==> config.mk <==
export PLATFORM = sky130hd
export DESIGN_NAME = mem_write_monitor
export DESIGN_NICKNAME = d
export VERILOG_FILES = /design/src/rtl/mips_tb_pkg.sv /design/src/rtl/cycle_watchdog.sv /design/src/rtl/mem_write_monitor.sv
export SDC_FILE = /design/constraint.sdc
export NUM_CORES = 1
export LEC_CHECK = 0
export ABC_AREA = 1
export CAP_MARGIN = 15
export CORE_ASPECT_RATIO = 0.9
export CORE_MARGIN = 1
export CORE_UTILIZATION = 45
export DETAILED_ROUTE_END_ITERATION = 7
export GPL_TIMING_DRIVEN = 0
export PLACE_DENSITY = 0.77
export SYNTH_ARGS = -nofsm -noshare
export SYNTH_HDL_FRONTEND = slang
export SYNTH_SLANG_ARGS = --single-unit
==> constraint.sdc <==
create_clock -name clk -period 4.87 [get_ports clk]
set_input_delay 1.461 -clock clk [delete_from_list [all_inputs] [get_ports clk]]
set_output_delay 1.461 -clock clk [all_outputs]
set_load 0.02 [all_outputs]
==> src/rtl/mips_tb_pkg.sv <==
// Shared definitions for the MIPS store-bus self-check monitor.
package mips_tb_pkg;

    // Monitor verdict states; PASS, FAIL and TOUT are terminal.
    typedef enum logic [1:0] {
        RUN  = 2'd0,
        PASS = 2'd1,
        FAIL = 2'd2,
        TOUT = 2'd3
    } mon_state_e;

    // The test program ends by storing 7 to address 84; address 80 is its
    // only scratch location.
    localparam logic [31:0] PASS_ADR_DEF  = 32'd84;
    localparam logic [31:0] PASS_DATA_DEF = 32'd7;
    localparam logic [31:0] ALLOW_ADR_DEF = 32'd80;

endpackage

==> src/rtl/cycle_watchdog.sv <==
// Watchdog: flags expiry on the TIMEOUT_CYCLES-th enabled edge after reset.
module cycle_watchdog #(
    parameter int TIMEOUT_CYCLES = 1000,
    parameter int CNT_W          = 16
) (
    input  logic clk,
    input  logic reset,
    input  logic enable,
    output logic expired
);

    // Loaded with the number of enabled edges still to go before expiry;
    // reaching zero is the terminal count.
    localparam logic [CNT_W-1:0] LOAD_VAL = CNT_W'(TIMEOUT_CYCLES - 1);

    logic [CNT_W-1:0] remain_q;
    logic [CNT_W-1:0] remain_d;

    // Count down while enabled, holding at the terminal count.
    always_comb begin
        remain_d = remain_q;
        if (enable && (remain_q != '0)) begin
            remain_d = remain_q - CNT_W'(1);
        end
    end

    // Counter register, reloaded by reset.
    always_ff @(posedge clk) begin
        if (reset) begin
            remain_q <= LOAD_VAL;
        end else begin
            remain_q <= remain_d;
        end
    end

    assign expired = enable && (remain_q == '0);

endmodule

==> src/rtl/mem_write_monitor.sv <==
// Judges a MIPS program run from its data-memory store bus and holds
// sticky done/pass/fail/timeout flags plus the first offending store.
//
// state | meaning
// RUN   | program running, stores being judged, watchdog counting
// PASS  | PASS_DATA stored to PASS_ADR
// FAIL  | wrong data at PASS_ADR or store to a disallowed address
// TOUT  | watchdog expired without a verdict
module mem_write_monitor
    import mips_tb_pkg::*;
#(
    parameter logic [31:0] PASS_ADR       = PASS_ADR_DEF,
    parameter logic [31:0] PASS_DATA      = PASS_DATA_DEF,
    parameter logic [31:0] ALLOW_ADR      = ALLOW_ADR_DEF,
    parameter int          TIMEOUT_CYCLES = 1000,
    parameter int          CNT_W          = 16
) (
    input  logic             clk,
    input  logic             reset,
    input  logic             memwrite,
    input  logic [31:0]      dataadr,
    input  logic [31:0]      writedata,
    output logic             done,
    output logic             pass,
    output logic             fail,
    output logic             timeout,
    output logic [CNT_W-1:0] store_count,
    output logic [31:0]      fail_adr,
    output logic [31:0]      fail_data
);

    // A narrow store counter must not truncate the watchdog, so the
    // watchdog is widened to whatever TIMEOUT_CYCLES needs.
    localparam int TO_BITS = (TIMEOUT_CYCLES > 1) ? $clog2(TIMEOUT_CYCLES) : 1;
    localparam int WD_W    = (TO_BITS > CNT_W) ? TO_BITS : CNT_W;

    mon_state_e       state_q, state_d;
    logic             done_q, done_d;
    logic             pass_q, pass_d;
    logic             fail_q, fail_d;
    logic             tout_q, tout_d;
    logic [CNT_W-1:0] cnt_q, cnt_d;
    logic [31:0]      fail_adr_q, fail_adr_d;
    logic [31:0]      fail_data_q, fail_data_d;

    logic wd_expired;
    logic store_good_end;
    logic store_bad;

    cycle_watchdog #(
        .TIMEOUT_CYCLES (TIMEOUT_CYCLES),
        .CNT_W          (WD_W)
    ) u_watchdog (
        .clk     (clk),
        .reset   (reset),
        .enable  (state_q == RUN),
        .expired (wd_expired)
    );

    assign store_good_end = memwrite && (dataadr == PASS_ADR) && (writedata == PASS_DATA);
    assign store_bad      = memwrite && !store_good_end && (dataadr != ALLOW_ADR);

    // Next-state and flag logic; a terminating store outranks watchdog expiry.
    always_comb begin
        state_d     = state_q;
        done_d      = done_q;
        pass_d      = pass_q;
        fail_d      = fail_q;
        tout_d      = tout_q;
        cnt_d       = cnt_q;
        fail_adr_d  = fail_adr_q;
        fail_data_d = fail_data_q;
        if (state_q == RUN) begin
            if (memwrite && (cnt_q != '1)) begin
                cnt_d = cnt_q + CNT_W'(1);
            end
            if (store_good_end) begin
                state_d = PASS;
                pass_d  = 1'b1;
                done_d  = 1'b1;
            end else if (store_bad) begin
                state_d     = FAIL;
                fail_d      = 1'b1;
                done_d      = 1'b1;
                fail_adr_d  = dataadr;
                fail_data_d = writedata;
            end else if (wd_expired) begin
                state_d = TOUT;
                tout_d  = 1'b1;
                done_d  = 1'b1;
            end
        end
    end

    // State and output registers.
    always_ff @(posedge clk) begin
        if (reset) begin
            state_q     <= RUN;
            done_q      <= 1'b0;
            pass_q      <= 1'b0;
            fail_q      <= 1'b0;
            tout_q      <= 1'b0;
            cnt_q       <= '0;
            fail_adr_q  <= '0;
            fail_data_q <= '0;
        end else begin
            state_q     <= state_d;
            done_q      <= done_d;
            pass_q      <= pass_d;
            fail_q      <= fail_d;
            tout_q      <= tout_d;
            cnt_q       <= cnt_d;
            fail_adr_q  <= fail_adr_d;
            fail_data_q <= fail_data_d;
        end
    end

    assign done        = done_q;
    assign pass        = pass_q;
    assign fail        = fail_q;
    assign timeout     = tout_q;
    assign store_count = cnt_q;
    assign fail_adr    = fail_adr_q;
    assign fail_data   = fail_data_q;

endmodule

==> metrics <==
post-place setup slack between 1.5 and 2 ns; netlist area before placement 4910 um^2; reg2reg setup slack approximately 3.0 ns; Static Leakage 3.02 nW; arrival time of data at the critical path endpoint 3.21 ns; quantity of gates resized following cts 0; overflow left after global routing 0; worst voltage drop across the vdd grid 0.183 mV; routed vias around 4.9k; CTS max path bufs 2; final critical-path setup slack 1.91 ns; share of the synthesized area in compound gates (AO/OA/AOI/OAI) 0.0467; power share of the combinational group 0.223; Vert. Die Dim 101 um; switching pwr 0.609 mW; number of antenna-violating nets in the routed design 0; slew at the pin closest to its max-slew limit 0.587 ns; Critical Path RT around 5.1 ns; latest clock arrival within the worst-skew pair 0.35 ns; max_slew headroom 0.609; Adder-Cell Fraction of Synth Area 0.00510; number of buffers added for setup after CTS 0; wire length of the first global-routing pass 20,800 um; clock-pin slew on the worst setup and hold paths 0.07 ns; fraction of power consumed by sequential logic 0.427; dominant cell by count in the synthesized netlist sky130_fd_sc_hd__nand2_1; vias in the first global route between 4k and 5k; run status finished, violations left; largest family of logic cells by synthesized area simple AND/OR/NAND/NOR gates; length of the first detailed-routing pass in iterations 8; most numerous cell types in the synthesized netlist sky130_fd_sc_hd__nand2_1 (215), sky130_fd_sc_hd__nor2_1 (210), sky130_fd_sc_hd__dfxtp_1 (102), sky130_fd_sc_hd__inv_1 (96), sky130_fd_sc_hd__a21oi_1 (29); area added between synthesis and finish 40.3%; hold violation total from the final report 0; fin. max-slew vios 0; basic-gate share of the synthesized area counting and, or, nand and nor cells 0.388; total routing usage reported by global routing 0.233; maximum number of pins on one net before global-route repair 17; area share of the leading cell type in the synthesized netlist 0.416; unrepaired setup endpoints after global routing no; multiplexer fraction of the synthesized cell area 0; total detailed-routing wirelength between 10,000 and 15,000 um; total of endpoints with negative setup slack in the final report 0; share of flip-flops with an asynchronous set or reset after synthesis 0; antenna violations before repair 0; fraction of final layout cells with drive strength greater than 1 0.0484; post-synthesis register bit count 102; average detailed-routed wire length per instance 12.1 um; final cycle utilization of the critical path 0.607; Die X roughly 110 um; number of synthesis warnings 0; Tmin final 2.96 ns; average size of a mapped cell 6.43 um^2; Main synth FF type sky130_fd_sc_hd__dfxtp_1; Distinct cells, synth 29; CTS tree done; final total power 2.18 mW; routability congestion estimate 0.870; DR vias/cell around 4.6; final sum of negative setup slack 0 ns; Mapped Nets 832; number of flops mapped to enable cells by yosys 0; endpoint class of the critical path flip-flop; count of clock tree sinks 102; Internal 1.57 mW; Setup Skew 0.00492 ns; max-cap violation count 0; crit path max fanout 10; cell at the root of the clock tree sky130_fd_sc_hd__clkbuf_16; DRC violations left 11; classification of the worst setup path in -> reg; Detailed Place HPWL 9590 um; hold buffers post-CTS 0; core area between 10,000 and 15,000 um^2; top achievable clock speed between 300 and 400 MHz; Sw Ratio 0.279; post-layout net count slightly below 1k; fraction of the yosys area taken by sequential cells 0.416; cell count after synthesis 763; synth top area cells sky130_fd_sc_hd__dfxtp_1 (42%), sky130_fd_sc_hd__nand2_1 (16%), sky130_fd_sc_hd__nor2_1 (16%); number of buffer cells added on primary ports 150; crit start category input pin; cell type with the largest total area after synthesis sky130_fd_sc_hd__dfxtp_1; cell area power density 317 nW/um^2; CTS H-tree depth 3; die footprint between 10,000 and 15,000 um^2; failing checks design-rule violations; num ports 151; number of DRC markers in iteration 0 ~270; Diodes inserted 0; initial cell density of the core 0.471; clock network fraction of total power 0.351; CTS buffer count 9; post-synthesis share of cell area spent on xor and xnor gates 0.0250; class of the tightest hold or removal check reg -> reg; site row count 35
==> worst paths after layout <==
path                          start                     end  depth (start not counted)
max                    writedata[7]           fail_data[26]                         13
max reg2reg  u_watchdog.remain_q[0]  u_watchdog.remain_q[5]                          9
min                            fail                    fail                          2
min reg2reg                    fail                    fail                          2
==> per-stage QoR <==
step	hold slack, ns	utilization	area [um^2]	cells
2_1_floorplan	0.443	-	4910	763
3_3_place_gp	0.454	0.630	6570	1042
3_5_place_dp	0.453	0.630	6570	1042
4_1_cts	0.463	0.661	6880	1058
5_1_grt	0.480	0.661	6880	1058
6_report	0.462	0.661	6880	1058
==> flip-flops by register name (all words and copies together) (netlist names) <==
name	cells
timeout	1
pass	1
fail_data	32
u_watchdog.remain_q	16
done	1
store_count	16
state_q	2
fail_adr	32
fail	1
==> power groups by stage <==
stage                     clock network [mW]  registers, mW  logic [mW]
after global placement                     0          0.947       0.482
after floorplan                            0           1.02       0.195
after detailed placement                   0          0.949       0.484
after global routing                   0.815          0.937       0.535
final                                  0.764          0.930       0.486
after CTS                              0.774          0.930       0.488
==> worst max-delay path: stages <==
cell,delay [ns]
sky130_fd_sc_hd__clkdlybuf4s50_1,0.43
sky130_fd_sc_hd__nor2_1,0.11
sky130_fd_sc_hd__nand2_1,0.06
sky130_fd_sc_hd__nor2_1,0.20
sky130_fd_sc_hd__nand2_1,0.09
sky130_fd_sc_hd__nor2_1,0.11
sky130_fd_sc_hd__nand3_2,0.11
sky130_fd_sc_hd__nand3_2,0.11
sky130_fd_sc_hd__buf_6,0.20
sky130_fd_sc_hd__buf_6,0.16
sky130_fd_sc_hd__nand2_1,0.06
sky130_fd_sc_hd__nand2_1,0.06
sky130_fd_sc_hd__nor2_1,0.04
==> area by class of cell <==
cell class              instances  area (um^2)
inverters                      98          368
fillers                       969         3540
multi-input cells             535         2280
clock inverters                 6         86.3
flip-flops and latches        102         2040
well taps                     129          161
plain buffers                  28          216
repair buffers                150         1500
clock buffers                  10          229
==> cell families after synthesis <==
logic type      count (synthesis)
flops                         102
compound gates                 45
fa+ha+maj                       2
simple gates                  474
buf+inv                       126
xor+xnor                       14
==> cell usage in the layout (no fill, tap or decap), drive strengths merged <==
cell           Yosys  routed
a21o               1       1
a21oi             29      29
a31oi              1       1
buf               21      21
bufinv             0       2
clkbuf             7      17
clkdlybuf4s50      0     150
clkinv             0       3
clkinvlp           0       1
dfxtp            102     102
ha                 2       2
inv               98      98
nand2            216     216
nand3             20      20
nand3b             1       1
nand4              8       8
nor2             213     213
nor2b              1       1
nor3              13      13
nor4               1       1
o21ai             14      14
or2                1       1
xnor2              2       2
xor2              12      12
==> layer usage <==
metal | up-vias | part of all wire | global-route usage
met4 | 0 | 0.018 | 0.0769
li1 | 2612 | - | -
met1 | 2104 | 0.47 | 0.302
met2 | 124 | 0.44 | 0.386
met5 | - | 0 | 0
met3 | 17 | 0.064 | 0.0553
Power figures use the tool's default switching activity.
